===== config.mk =====
export PLATFORM = sky130hd
export DESIGN_NAME = intra_interp_pipe
export DESIGN_NICKNAME = d
export VERILOG_FILES = /design/src/rtl/intra_interp_pipe.sv
export SDC_FILE = /design/constraint.sdc
export NUM_CORES = 1
export LEC_CHECK = 0
export BUFFER_PORTS_ARGS = -buffer_cell sky130_fd_sc_hd__buf_2
export CAP_MARGIN = 20
export CORE_MARGIN = 4
export CORE_UTILIZATION = 65
export DETAILED_ROUTE_END_ITERATION = 16
export HOLD_SLACK_MARGIN = 0.1
export PLACE_DENSITY = 0.84
export SYNTH_ARGS = -nofsm -noshare
export SYNTH_HDL_FRONTEND = slang
export SYNTH_SLANG_ARGS = --single-unit

===== constraint.sdc =====
create_clock -name clk -period 12.3 [get_ports clk]
set_clock_uncertainty 0.15 [all_clocks]
set_input_delay 1.23 -clock clk [delete_from_list [all_inputs] [get_ports clk]]
set_output_delay 1.23 -clock clk [all_outputs]
set_load 0.01 [all_outputs]

===== src/rtl/intra_interp_pipe.sv =====
// Three-stage elastic two-tap fractional interpolator:
// y = ((2^FRAC_BITS - f)*r0 + f*r1 + 2^(FRAC_BITS-1)) >> FRAC_BITS, built from shift-add products.
module intra_interp_pipe #(
  parameter int BIT_DEPTH = 8,
  parameter int LANES     = 4,
  parameter int FRAC_BITS = 5
) (
  input  logic                       clk,
  input  logic                       rst_n,
  input  logic                       in_valid,
  output logic                       in_ready,
  input  logic [FRAC_BITS-1:0]       in_frac,
  input  logic [LANES*BIT_DEPTH-1:0] in_ref0,
  input  logic [LANES*BIT_DEPTH-1:0] in_ref1,
  input  logic                       in_last,
  output logic                       out_valid,
  input  logic                       out_ready,
  output logic [LANES*BIT_DEPTH-1:0] out_pred,
  output logic                       out_last
);

  localparam int DW = LANES * BIT_DEPTH;
  localparam int PW = BIT_DEPTH + FRAC_BITS + 1;
  localparam int SW = PW + 1;
  localparam logic [FRAC_BITS:0] FULL_W = (FRAC_BITS + 1)'(1) << FRAC_BITS;
  localparam logic [SW-1:0]      ROUND  = SW'(1) << (FRAC_BITS - 1);

  // Handshake: a beat moves across a port on any rising edge where valid && ready;
  // valid never depends on ready, and a stage loads whenever it is empty or its successor loads.
  logic r_v1, r_v2, r_v3;
  logic w_rdy1, w_rdy2, w_rdy3;

  assign w_rdy3   = out_ready || !r_v3;
  assign w_rdy2   = w_rdy3 || !r_v2;
  assign w_rdy1   = w_rdy2 || !r_v1;
  assign in_ready = w_rdy1;

  always_ff @(posedge clk or negedge rst_n) begin
    if (!rst_n) begin
      r_v1 <= 1'b0;
      r_v2 <= 1'b0;
      r_v3 <= 1'b0;
    end else begin
      if (w_rdy1) r_v1 <= in_valid;
      if (w_rdy2) r_v2 <= r_v1;
      if (w_rdy3) r_v3 <= r_v2;
    end
  end

  logic [FRAC_BITS-1:0] r1_f;
  logic [FRAC_BITS:0]   r1_g;
  logic [DW-1:0]        r1_ref0;
  logic [DW-1:0]        r1_ref1;
  logic                 r1_last;

  always_ff @(posedge clk) begin
    if (w_rdy1) begin
      r1_f    <= in_frac;
      r1_g    <= FULL_W - {1'b0, in_frac};
      r1_ref0 <= in_ref0;
      r1_ref1 <= in_ref1;
      r1_last <= in_last;
    end
  end

  logic [LANES-1:0][PW-1:0] w_p0;
  logic [LANES-1:0][PW-1:0] w_p1;

  always_comb begin
    w_p0 = '0;
    w_p1 = '0;
    for (int l = 0; l < LANES; l++) begin
      for (int k = 0; k <= FRAC_BITS; k++) begin
        if (r1_g[k]) w_p0[l] = w_p0[l] + (PW'(r1_ref0[l*BIT_DEPTH +: BIT_DEPTH]) << k);
      end
      for (int k = 0; k < FRAC_BITS; k++) begin
        if (r1_f[k]) w_p1[l] = w_p1[l] + (PW'(r1_ref1[l*BIT_DEPTH +: BIT_DEPTH]) << k);
      end
    end
  end

  logic [LANES-1:0][PW-1:0] r2_p0;
  logic [LANES-1:0][PW-1:0] r2_p1;
  logic                     r2_last;

  always_ff @(posedge clk) begin
    if (w_rdy2) begin
      r2_p0   <= w_p0;
      r2_p1   <= w_p1;
      r2_last <= r1_last;
    end
  end

  // The weights sum to 2^FRAC_BITS, so the shifted result always fits BIT_DEPTH bits.
  logic [LANES-1:0][SW-1:0] w_sum;
  logic [DW-1:0]            w_y;
  logic                     w_unused_bits;

  always_comb begin
    w_sum         = '0;
    w_y           = '0;
    w_unused_bits = 1'b0;
    for (int l = 0; l < LANES; l++) begin
      w_sum[l] = SW'(r2_p0[l]) + SW'(r2_p1[l]) + ROUND;
      w_y[l*BIT_DEPTH +: BIT_DEPTH] = w_sum[l][FRAC_BITS +: BIT_DEPTH];
      w_unused_bits = w_unused_bits ^ (^w_sum[l]);
    end
  end

  logic [DW-1:0] r3_pred;
  logic          r3_last;

  always_ff @(posedge clk) begin
    if (w_rdy3) begin
      r3_pred <= w_y;
      r3_last <= r2_last;
    end
  end

  assign out_valid = r_v3;
  assign out_pred  = r3_pred;
  assign out_last  = r3_last;

endmodule


After elaboration in Yosys (flattened, before gate mapping) --
Index checks and enable logic that the tools add are counted.
Operators by class: add/sub/neg operators 45, reductions and logical operators 6, muxes and demuxes 44
Operators with widths (count):
- 13-bit two-way mux | 36
- 13-bit by 10-bit adder with 13-bit output | 8
- 13-bit by 11-bit adder with 13-bit output | 8
- 13-bit by 12-bit adder with 13-bit output | 8
- 13-bit adder | 8
- 8-bit by 9-bit adder with 10-bit output | 8
- 8-bit two-way mux | 8
- 13-bit by 5-bit adder with 13-bit output (second input constant) | 4
- 6-bit by 5-bit subtractor with 6-bit output (first input constant) | 1
- 1-bit zero test | 3
- 1-bit logical OR | 3
Word-level totals: bits in registers 217, output and inout port bits 35, input port bits 74, logic and storage cells 114

Depth between registers and ports, before layout --
Gate-level depths: netlist of the first run.
depth in word-level cells 11, gate-level depth with buffers 38, gate-level depth less buffers 35

Worst setup path after synthesis of the first run --
No wires, ideal clock.
path kind register to register, start point register, netlist name r1_f[0], end point register r2_p0[12] in the netlist's numbering, data pin, clock period less this slack 7376 ps, path buffers 3, path slack 4924 ps, library setup time 259 ps, arrival time 6967 ps, stages on the path, launching flop included 37, data required time 11891 ps, cell sequence edfxtp_1 > buf_2 > clkbuf_1 > clkbuf_1 > and2_1 > ha_1 > inv_1 > fa_1 > nor2b_1 > o21ai_0 > nand4_1 > or3b_1 > ha_1 > a21oi_1 > nand2_1 > xnor2_1 > nor2_1 > a221oi_1 > inv_1 > ha_1 > and3_1 > a221oi_1 > a21oi_1 > xor2_1 > mux2_2 > ha_1 > or3_1 > o21ai_0 > a21oi_1 > xnor2_1 > o21ai_0 > ha_1 > a21o_1 > a31oi_1 > xnor2_1 > nand2_1 > xnor2_1
RTL lines:
- end signal, assigned | line 88 | r2_p0 <= w_p0;
- end, declared | line 82 | logic [LANES-1:0][PW-1:0] r2_p0;

==> metrics.txt, run 1 <==
Seq/Total Area, Yosys=between 20% and 30%; commonest non-fill, non-tap cells in the layout=373 x ha_1, 213 x edfxtp_1, 182 x a21oi_1; startpoint types=flip-flop; Hold Path Class=reg2reg; Routed met1 length=24,900 um; Leakage Power=roughly 11 nW; Core Util, Final=71.4%; initial drt markers=1,557; Tcrit/Tclk final=between 60% and 70%; Crit path max-delay family=compound AO/OA/AOI/OAI gates; metal2 WL=between 20,000 and 30,000 um; Pwr Density=241 nW/um^2; Top cell by count, worst path=ha_1; Layout area overhead=8.48%; core box area=35,500 sq um; syn_area_per_cell=9.38 sq um; Die X=198 um; Fin. Hold Viols=0; Detail Route Antenna Nets=0; initial core utilization=65.9%; max-slew violations=0; Ys Warns=0; post-CTS setup buffers=0; area of the multi-input gates=16,000 sq um; drt pass-1 iters=6; Critical-path top delay cell=buf_4; slew margin rel.=about a third; largest net degree at the start of global routing=64; CP max FO=approximately 50; VDD IR-drop max=0.000241 V; synth unique cells=79; MaxCap Viol Count=0; flop2flop setup slack=4230 ps; post-CTS sizing=0; design area=25,400 sq um; n_diodes=0; largest area contributor in the netlist=edfxtp_1; Ports=109; syn nets=2,975; layout cells sized above 1=11.1%; initial antenna violation count=0; clock-pin slew on the worst setup and hold paths=60 ps; first-pass GRT wire length=95,500 um; count of nets after finishing=3,071; vias in the first global route=19,200; ys async rst share=1.39%; filler cell count=2,642; Post-Route WL=59,700 um; CP Data Arrival Time=just over 8000 ps; CP bufs+invs=3; GR Overflow Total=0; Max Used Layer=met4; Yosys top cell area share=a little over a quarter; ranking of synthesized cells by area=edfxtp_1 27%, ha_1 20%, xnor2_1 5.6%, mux2_2 4.4%, a21oi_1 3.9%; Clock Sinks=216; Skew-Pair Late Insertion Delay=between 500 and 600 ps; htree depth=1; Placed Area=24,400 sq um; Via Count=between 15,000 and 20,000; Post-synth EDFFs=roughly 210; status=complete, no violations; Cell Area, Synth=23,400 sq um; Die H=198 um; TNS Setup=0 ps; Register Area=6470 sq um; Hold-fix buffers, CTS=0; hpwl dp=45,100 um; drt wl/cell=around 19 um; minimum clock period=8070 ps; Critical Path Max Stage Delay=around 550 ps; CTS tree=built; DR WL met3=3910 um; WP data required=12,470 ps; routability cong.=0.918; unrepaired setup endpoints after global routing=no; Rows=69; FMAX=124 MHz; CTS Buffer Depth=3; Worst Max-Slew Pin Slew=1010 ps; GRT Total Usage=29.8%; CTS Root Cell=clkbuf_16; synthesized flop and latch total=216; Synth Flop Type=edfxtp_1; crit end category=flip-flop; DIE AREA=39,100 sq um; WS Path Type=reg2reg; DRC=0; # port buffers=108; Post-Syn Instances=2,492; most common cell after layout, fill and taps aside=ha_1; Final setup viols=0; Vias per Instance=6.39; CTS Buf Count=26; total power=6.10 mW
synth_stat cells, types with 33 or more instances:
cell type  instances
ha_1             373
edfxtp_1         213
a21oi_1          182
inv_1            177
nor2_1           176
nand2_1          155
xnor2_1          150
o21ai_0          130
mux2_2            92
a21o_1            73
and2_1            56
o21a_1            55
xor2_1            53
nor3_1            49
clkbuf_1          46
fa_1              36
nor2b_1           35
nand2b_1          33
worst reg2reg max path: cells and delay by family, from the launching register on:
kind            cells  cell delay [ps]
compound gates     13             2980
buf+inv             3              710
simple gates        5              770
flops               1              350
fa+ha+maj           6             1830
mux                 2              650
xor+xnor            3              410
registers in the layout, summed over array words and instances (netlist names):
register   flops
r_v1           1
r1_g           5
r1_last        1
r2_p0         52
out_last       1
r_v2           1
out_pred      32
r1_ref1       32
out_valid      1
r2_p1         52
r1_ref0       32
r1_f           5
r2_last        1
kinds of logic after synthesis:
logic type,synth area share [%]
buf+inv,3.88
compound gates,19.7
fa+ha+maj,23.1
simple gates,12.5
flops,27.7
mux,5.55
xor+xnor,7.61
metrics by stage:
stage / hold WS, ps / setup WS, ps / std cells
floorplan: 250 / 4920 / 2492
global placement: 255 / 4580 / 3020
detailed placement: 268 / 4310 / 3020
CTS: 278 / 4270 / 3068
global route: 284 / 3720 / 3069
finish: 283 / 4230 / 3069
power breakdown:
| part | total [mW] | switching [mW] | leakage [nW] | internal [mW] |
|---|---|---|---|---|
| sequential | 1.35 | 0.152 | 2.22 | 1.20 |
| combinational | 3.91 | 2.16 | 8.76 | 1.76 |
| clock | 0.836 | 0.329 | 0.432 | 0.507 |
path summary, 6_finish.rpt:
| check | start | end | depth (start not counted) |
|---|---|---|---|
| min in group asynchronous | rst_n | out_valid | 1 |
| max reg2reg | r1_f[0] | r2_p0[26] | 32 |
| min reg2reg | r1_last | r2_last | 0 |
| min | r1_last | r2_last | 0 |
| max in group asynchronous | rst_n | r_v2 | 1 |
| max | r1_f[0] | r2_p0[26] | 32 |
cell type report:
| class | count | area share [%] |
|---|---|---|
| tap | 461 | 2.28 |
| inverter | 179 | 2.65 |
| clock inverter | 16 | 0.883 |
| timing repair buffer | 129 | 2.83 |
| clock buffer | 32 | 2.74 |
| multi-input combinational | 2036 | 63.1 |
| sequential | 216 | 25.5 |
per-layer routing:
layer / track usage (%) / vias up
met2: 51.8 / 721
met5: 0 / -
met1: 38.1 / 9355
li1: - / 9392
met4: 11.8 / 0
met3: 3.36 / 148
Note: power is estimated with default switching activity, not from simulation.
==> run 2: changes to the inputs <==
--- a/config.mk
+++ b/config.mk
@@ -5,13 +5,14 @@
 export SDC_FILE = /design/constraint.sdc
 export NUM_CORES = 1
 export LEC_CHECK = 0
+export ABC_AREA = 1
 export BUFFER_PORTS_ARGS = -buffer_cell sky130_fd_sc_hd__buf_2
 export CAP_MARGIN = 20
 export CORE_MARGIN = 4
-export CORE_UTILIZATION = 65
+export CORE_UTILIZATION = 64
 export DETAILED_ROUTE_END_ITERATION = 16
 export HOLD_SLACK_MARGIN = 0.1
-export PLACE_DENSITY = 0.84
+export PLACE_DENSITY = 0.82
 export SYNTH_ARGS = -nofsm -noshare
 export SYNTH_HDL_FRONTEND = slang
 export SYNTH_SLANG_ARGS = --single-unit
==> constraint.sdc (replaced) <==
create_clock -name clk -period 7.6 [get_ports clk]
set_clock_uncertainty 0.15 [all_clocks]
set_input_delay 0.76 -clock clk [delete_from_list [all_inputs] [get_ports clk]]
set_output_delay 0.76 -clock clk [all_outputs]
set_load 0.01 [all_outputs]
==> metrics.txt, run 2 <==
flop2flop setup slack=680 ps (was 4230 ps); CTS Root Cell=clkbuf_16 (unchanged); GR Overflow Total=0 (unchanged); r2r worst-path depth=39 (was 32); top flop regs=r2_p0 x52, r2_p1 x52 (unchanged); hpwl dp=45,600 um (was 45,100 um); R2R Path Start=r1_f[0] (unchanged); initial core utilization=65.0% (was 65.9%); drt wl/cell=15.5 um (was 19.4 um); Leakage Power=13.6 nW (was 11.4 nW); initial drt markers=1,208 (was 1,557); Rows=70 (was 69); Yosys top cell area share=26.8% (was 27.4%); synth unique cells=44 (was 79); WS Path Type=reg2reg (unchanged); Hold Path Class=in2reg (was reg2reg); syn nets=3,636 (was 2,975); cell depth of the worst setup path=39 (was 32); n_diodes=0 (unchanged); sequential power share=24.2% (was 22.1%); initial antenna violation count=0 (unchanged); clock-pin slew on the worst setup and hold paths=60 ps (about the same); # port buffers=108 (unchanged); Top cell by count, worst path=nand2_1 (was ha_1); unrepaired setup endpoints after global routing=no (unchanged); CTS Buf Count=26 (unchanged); first-pass GRT wire length=95,800 um (was 95,500 um); Reg2Reg Capture Point=r2_p0[40] (was r2_p0[26]); Die X=201 um (was 198 um); slew margin rel.=35.6% (was 32.3%); fin cells=3,736 (was 3,069); Critical-path top delay cell=fa_1 (was buf_4); startpoint types=flip-flop (unchanged); status=complete, no violations (unchanged); synthesized flop and latch total=216 (unchanged); Ys Warns=0 (unchanged); commonest non-fill, non-tap cells in the layout=894 x nand2_1, 424 x inv_1, 373 x ha_1 (was 373 x ha_1, 213 x edfxtp_1, 182 x a21oi_1); Detail Route Antenna Nets=0 (unchanged); routability cong.=0.952 (was 0.918); MaxCap Viol Count=0 (unchanged); top-count cell post-synth=nand2_1 (was ha_1); DRC=0 (unchanged); Layout area overhead=7.84% (was 8.48%); Synth Flop Type=edfxtp_1 (unchanged); Tcrit/Tclk final=91.0% (was 65.6%); Seq/Total Area, Yosys=27.1% (was 27.7%); Post-Syn Instances=3,153 (was 2,492); ys async rst share=1.39% (unchanged); Via Count=21,200 (was 19,600); Post-synth EDFFs=213 (unchanged); most common cell after layout, fill and taps aside=nand2_1 (was ha_1); Post-Route WL=57,800 um (was 59,700 um); drt pass-1 iters=6 (unchanged); ranking of synthesized cells by area=edfxtp_1 27%, ha_1 20%, nand2_1 14%, inv_1 6.7%, nand3_1 6.1% (was edfxtp_1 27%, ha_1 20%, xnor2_1 5.6%, mux2_2 4.4%, a21oi_1 3.9%); Final setup viols=0 (unchanged); Placed Area=24,800 sq um (was 24,400 sq um); Sw Share=45.4% (was 43.2%); filler cell count=2,986 (was 2,642); vias in the first global route=20,600 (was 19,200); Cell Area, Synth=23,900 sq um (was 23,400 sq um); P_int=4.81 mW (was 3.46 mW); syn_area_per_cell=7.57 sq um (was 9.38 sq um); DIE AREA=40,400 sq um (was 39,100 sq um); Vias per Instance=5.67 (was 6.39); Worst Max-Slew Pin Slew=962 ps (was 1010 ps); Synth top cells by count=896 x nand2_1, 425 x inv_1, 373 x ha_1 (was 373 x ha_1, 213 x edfxtp_1, 182 x a21oi_1); Skew-Pair Late Insertion Delay=560 ps (was 570 ps); Die H=201 um (was 198 um); FMAX=145 MHz (was 124 MHz); Net Switching=4.01 mW (was 2.64 mW); Fin. Hold Viols=0 (unchanged); Clock Power Share=13.9% (was 13.7%); CP max FO=37 (was 49); CP Launch Point=r1_f[0] (unchanged); crit end category=flip-flop (unchanged); critical path endpoint=r2_p0[40] (was r2_p0[26]); CTS tree=built (unchanged); GRT Total Usage=27.9% (was 29.8%); core box area=36,700 sq um (was 35,500 sq um); htree depth=1 (unchanged); largest net degree at the start of global routing=74 (was 64); Pwr Density=343 nW/um^2 (was 241 nW/um^2); CTS Buffer Depth=3 (unchanged); CP Data Arrival Time=7080 ps (was 8240 ps); Clock Sinks=216 (unchanged); minimum clock period=6920 ps (was 8070 ps); largest area contributor in the netlist=edfxtp_1 (unchanged); WP data required=7770 ps (was 12,470 ps); design area=25,700 sq um (was 25,400 sq um); TNS Setup=0 ps (unchanged); VDD IR-drop max=0.000267 V (was 0.000241 V); Critical Path Max Stage Delay=420 ps (was 550 ps); Ports=109 (unchanged); CP bufs+invs=5 (was 3); # placed instances=3,682 (was 3,020); max-slew violations=0 (unchanged); layout cells sized above 1=7.31% (was 11.1%); hold_ws=221 ps (was 283 ps); Comb power frac=61.8% (was 64.2%); count of nets after finishing=3,731 (was 3,071); Crit path max-delay family=adder cells (was compound AO/OA/AOI/OAI gates)
run 2: cell count changes after synthesis, sizes merged, moves of 33 or more:
| cell | delta |
|---|---|
| nand2 | +749 |
| nand3 | +284 |
| inv | +247 |
| nor2 | -104 |
| mux2 | -92 |
| xnor2 | -91 |
| a21o | -66 |
| xor2 | +56 |
| o21a | -38 |
| nor3 | -37 |
| nor2b | -35 |
| nand4 | +34 |
| nand2b | -33 |
run 2: power groups by stage:
stage | sequential (mW) | clock [mW] | combinational [mW]
5_1_grt | 2.16 | 1.30 | 6.20
3_3_place_gp | 2.15 | 0 | 5.08
6_report | 2.14 | 1.23 | 5.45
3_5_place_dp | 2.15 | 0 | 5.34
4_1_cts | 2.14 | 1.25 | 5.40
2_1_floorplan | 2.08 | 0 | 4.14
run 2: worst min path at each step:
stage | from | to | slack [ps] | cells past startpoint
6_report | in_ref1[18] | r1_ref1[18] | 220 | 1
5_1_grt | in_ref1[18] | r1_ref1[18] | 200 | 1
4_1_cts | in_ref1[21] | r1_ref1[21] | 200 | 1
3_5_place_dp | r2_last | out_last | 260 | 0
3_3_place_gp | r2_last | out_last | 260 | 0
2_1_floorplan | r2_last | out_last | 250 | 0
run 2: layout make-up:
cell class / count / area [sq um] / share of cell area, %
clock buffers: 30 / 666 / 2.59
clock inverters: 18 / 178 / 0.691
inverters: 431 / 1620 / 6.30
multi-input cells: 2439 / 15400 / 60.0
flip-flops and latches: 216 / 6470 / 25.2
well taps: 468 / 586 / 2.28
repair buffers: 134 / 759 / 2.95
run 2: per-layer routing:
layer / GRT usage [%] / part of all wire (%) / up-vias
li1: - / - / 10700
met1: 35.2 / 43 / 9754
met2: 48.5 / 47 / 567
met3: 3.02 / 4.8 / 158
met4: 11.9 / 5.0 / 0
met5: 0 / 0 / -
run 2: worst register-to-register path: cells and delay by family, from the launching register on:
family | cells | cell delay [ps]
adders and majority gates | 6 | 2000
DFF | 1 | 400
xor gates and xnor gates | 4 | 610
and+or+nand+nor | 19 | 1840
AOI/OAI and AO/OA | 5 | 1060
buffers and inverters | 5 | 630
run 2: cell families (layout without fill, tap and decap cells):
kind of cell    count (synthesis)  in the layout  synth area share (%)
simple gates                 1426           1426                  25.8
buf+inv                       498            613                  8.17
compound gates                436            436                  10.1
fa+ha+maj                     409            409                  22.6
flops                         216            216                  27.1
xor+xnor                      168            168                  6.17
run 2: repair_timing:
action / 4_1_cts / 5_1_grt
buffers inserted: 0 / 4
gates resized for setup: 0 / 2
endpoints found under the setup margin: 0 / 4
hold endpoints to repair: 3 / 0
hold buffers: 1 / 0
run 2: stage by stage:
| stage | setup WS, ps | util, % | power, mW |
|---|---|---|---|
| after global routing | 18.8 | 70.1 | 9.66 |
| after floorplan | 876 | - | 6.23 |
| final | 685 | 70.1 | 8.82 |
| after detailed placement | 663 | 67.6 | 7.49 |
| after CTS | 593 | 70.0 | 8.78 |
| after global placement | 955 | 67.6 | 7.23 |
==> run 3: changes to the inputs <==
--- a/config.mk
+++ b/config.mk
@@ -8,10 +8,12 @@
 export ABC_AREA = 1
 export BUFFER_PORTS_ARGS = -buffer_cell sky130_fd_sc_hd__buf_2
 export CAP_MARGIN = 20
+export CORE_ASPECT_RATIO = 0.6
 export CORE_MARGIN = 4
 export CORE_UTILIZATION = 64
 export DETAILED_ROUTE_END_ITERATION = 16
 export HOLD_SLACK_MARGIN = 0.1
+export MAX_ROUTING_LAYER = met4
 export PLACE_DENSITY = 0.82
 export SYNTH_ARGS = -nofsm -noshare
 export SYNTH_HDL_FRONTEND = slang
==> metrics.txt, run 3 (synthesis results as in run 2) <==
Post-Route WL=56,600 um (was 57,800 um); initial core utilization=65.3% (was 65.0%); Rows=54 (was 70); GR Overflow Total=0 (unchanged); WP data required=7730 ps (was 7770 ps); count of nets after finishing=3,727 (was 3,731); CTS Root Cell=clkbuf_16 (unchanged); worst setup margin=578 ps (was 685 ps); Tcrit/Tclk final=92.4% (was 91.0%); TNS Setup=0 ps (unchanged); unrepaired setup endpoints after global routing=yes (was no); # placed instances=3,719 (was 3,682); Ports=109 (unchanged); routability cong.=0.933 (was 0.952); filler cell count=2,975 (was 2,986); setup slack after placement=552 ps (was 663 ps); minimum clock period=7020 ps (was 6920 ps); Critical-path top delay cell=edfxtp_1 (was fa_1); crit end category=flip-flop (unchanged); largest net degree at the start of global routing=70 (was 74); CP max FO=6 (was 37); Layout area overhead=7.58% (was 7.84%); design area=25,700 sq um (about the same); Final setup viols=0 (unchanged); MaxCap Viol Count=0 (unchanged); Clock Sinks=216 (unchanged); initial drt markers=1,374 (was 1,208); hold_ws=244 ps (was 221 ps); Skew-Pair Late Insertion Delay=530 ps (was 560 ps); CTS Buffer Depth=3 (unchanged); FMAX=142 MHz (was 145 MHz); clock-pin slew on the worst setup and hold paths=70 ps (was 60 ps); commonest non-fill, non-tap cells in the layout=894 x nand2_1, 424 x inv_1, 373 x ha_1 (unchanged); Hold Path Class=in2reg (unchanged); layout cells sized above 1=7.27% (was 7.31%); Fin. Hold Viols=0 (unchanged); most common cell after layout, fill and taps aside=nand2_1 (unchanged); startpoint types=flip-flop (unchanged); Critical Path Max Stage Delay=520 ps (was 420 ps); top flop regs=r2_p0 x52, r2_p1 x52 (unchanged); fin cells=3,764 (was 3,736); Via Count=21,200 (about the same); GRT Total Usage=28.3% (was 27.9%); CP Data Arrival Time=7150 ps (was 7080 ps); Pwr Density=338 nW/um^2 (was 343 nW/um^2); vias in the first global route=20,300 (was 20,600); Detail Route Antenna Nets=0 (unchanged); Vias per Instance=5.63 (was 5.67); Register Area=6470 sq um (unchanged); Leakage Power=13.5 nW (was 13.6 nW); hpwl dp=44,500 um (was 45,600 um); Die X=257 um (was 201 um); htree depth=1 (unchanged); Placed Area=24,900 sq um (was 24,800 sq um); VDD IR-drop max=0.000304 V (was 0.000267 V); max-slew violations=0 (unchanged); initial antenna violation count=1 (was 0); CTS tree=built (unchanged); area of the multi-input gates=15,400 sq um (unchanged); status=complete, no violations (unchanged); drt pass-1 iters=5 (was 6); CTS Buf Count=23 (was 26); WS Path Type=reg2reg (unchanged); Top cell by count, worst path=nand2_1 (unchanged); core box area=36,600 sq um (was 36,700 sq um); slew margin rel.=35.4% (was 35.6%); # port buffers=108 (unchanged); Die H=158 um (was 201 um); DRC=0 (unchanged); drt wl/cell=15.0 um (was 15.5 um); DIE AREA=40,500 sq um (was 40,400 sq um); first-pass GRT wire length=94,500 um (was 95,800 um); Worst Max-Slew Pin Slew=969 ps (was 962 ps)
## run 3: cell types whose count changed in the layout (fill, tap and decap cells not counted), sizes merged
cell      delta
clkinvlp     +3
diode        +1
inv          +1
clkbuf       -6
clkinv       -7
## run 3: timing repair
action | in CTS | in global routing
gates resized for setup | 0 | 3
endpoints found under the setup margin | 0 | 3
hold buffers | 1 | 0
buffers inserted | 0 | 3
hold endpoints to repair | 3 | 0
## run 3: layer usage
layer / vias to the layer above / wire [um] / global-route usage [%]
met5: - / 0 / -
li1: 10700 / - / -
met1: 9787 / 26200 / 37.2
met4: 0 / 1720 / 8.80
met2: 576 / 25800 / 46.9
met3: 99 / 2920 / 2.86
## run 3: metrics by stage
step                      util (%)  power, mW
after detailed placement      68.0       7.42
final                         70.2       8.68
after floorplan                  -       6.23
after CTS                     70.1       8.66
after global routing          70.2       9.54
after global placement        68.0       7.11
## run 3: final cells by class
cell class	instances	share of cell area [%]
diodes	1	0.00975
flip-flops and latches	216	25.2
clock buffers	25	2.27
multi-input cells	2439	60.2
repair buffers	133	2.86
clock inverters	15	0.687
well taps	504	2.46
inverters	431	6.31
## run 3: worst paths after layout
check	depth (start not counted)	start	slack, ps	end
worst min-delay path	1	in_ref1[24]	240	r1_ref1[24]
min in group asynchronous	2	rst_n	410	out_valid
worst max register to register	40	r1_f[0]	580	r2_p0[26]
worst min register to register	0	r2_last	280	out_last
worst max-delay path	40	r1_f[0]	580	r2_p0[26]
max in group asynchronous	2	rst_n	6790	r_v2
## run 3: power breakdown
group	switching [mW]	total, mW	internal [mW]
logic	3.22	5.41	2.19
registers	0.213	2.10	1.89
clock network	0.502	1.16	0.662
## run 3: critical path, delay by kind of cell (launching register included)
family | cells | cell delay (ps)
AOI/OAI and AO/OA | 5 | 1090
xor gates and xnor gates | 4 | 640
adders and majority gates | 6 | 2020
buffers and inverters | 6 | 620
DFF | 1 | 520
and+or+nand+nor | 19 | 1730
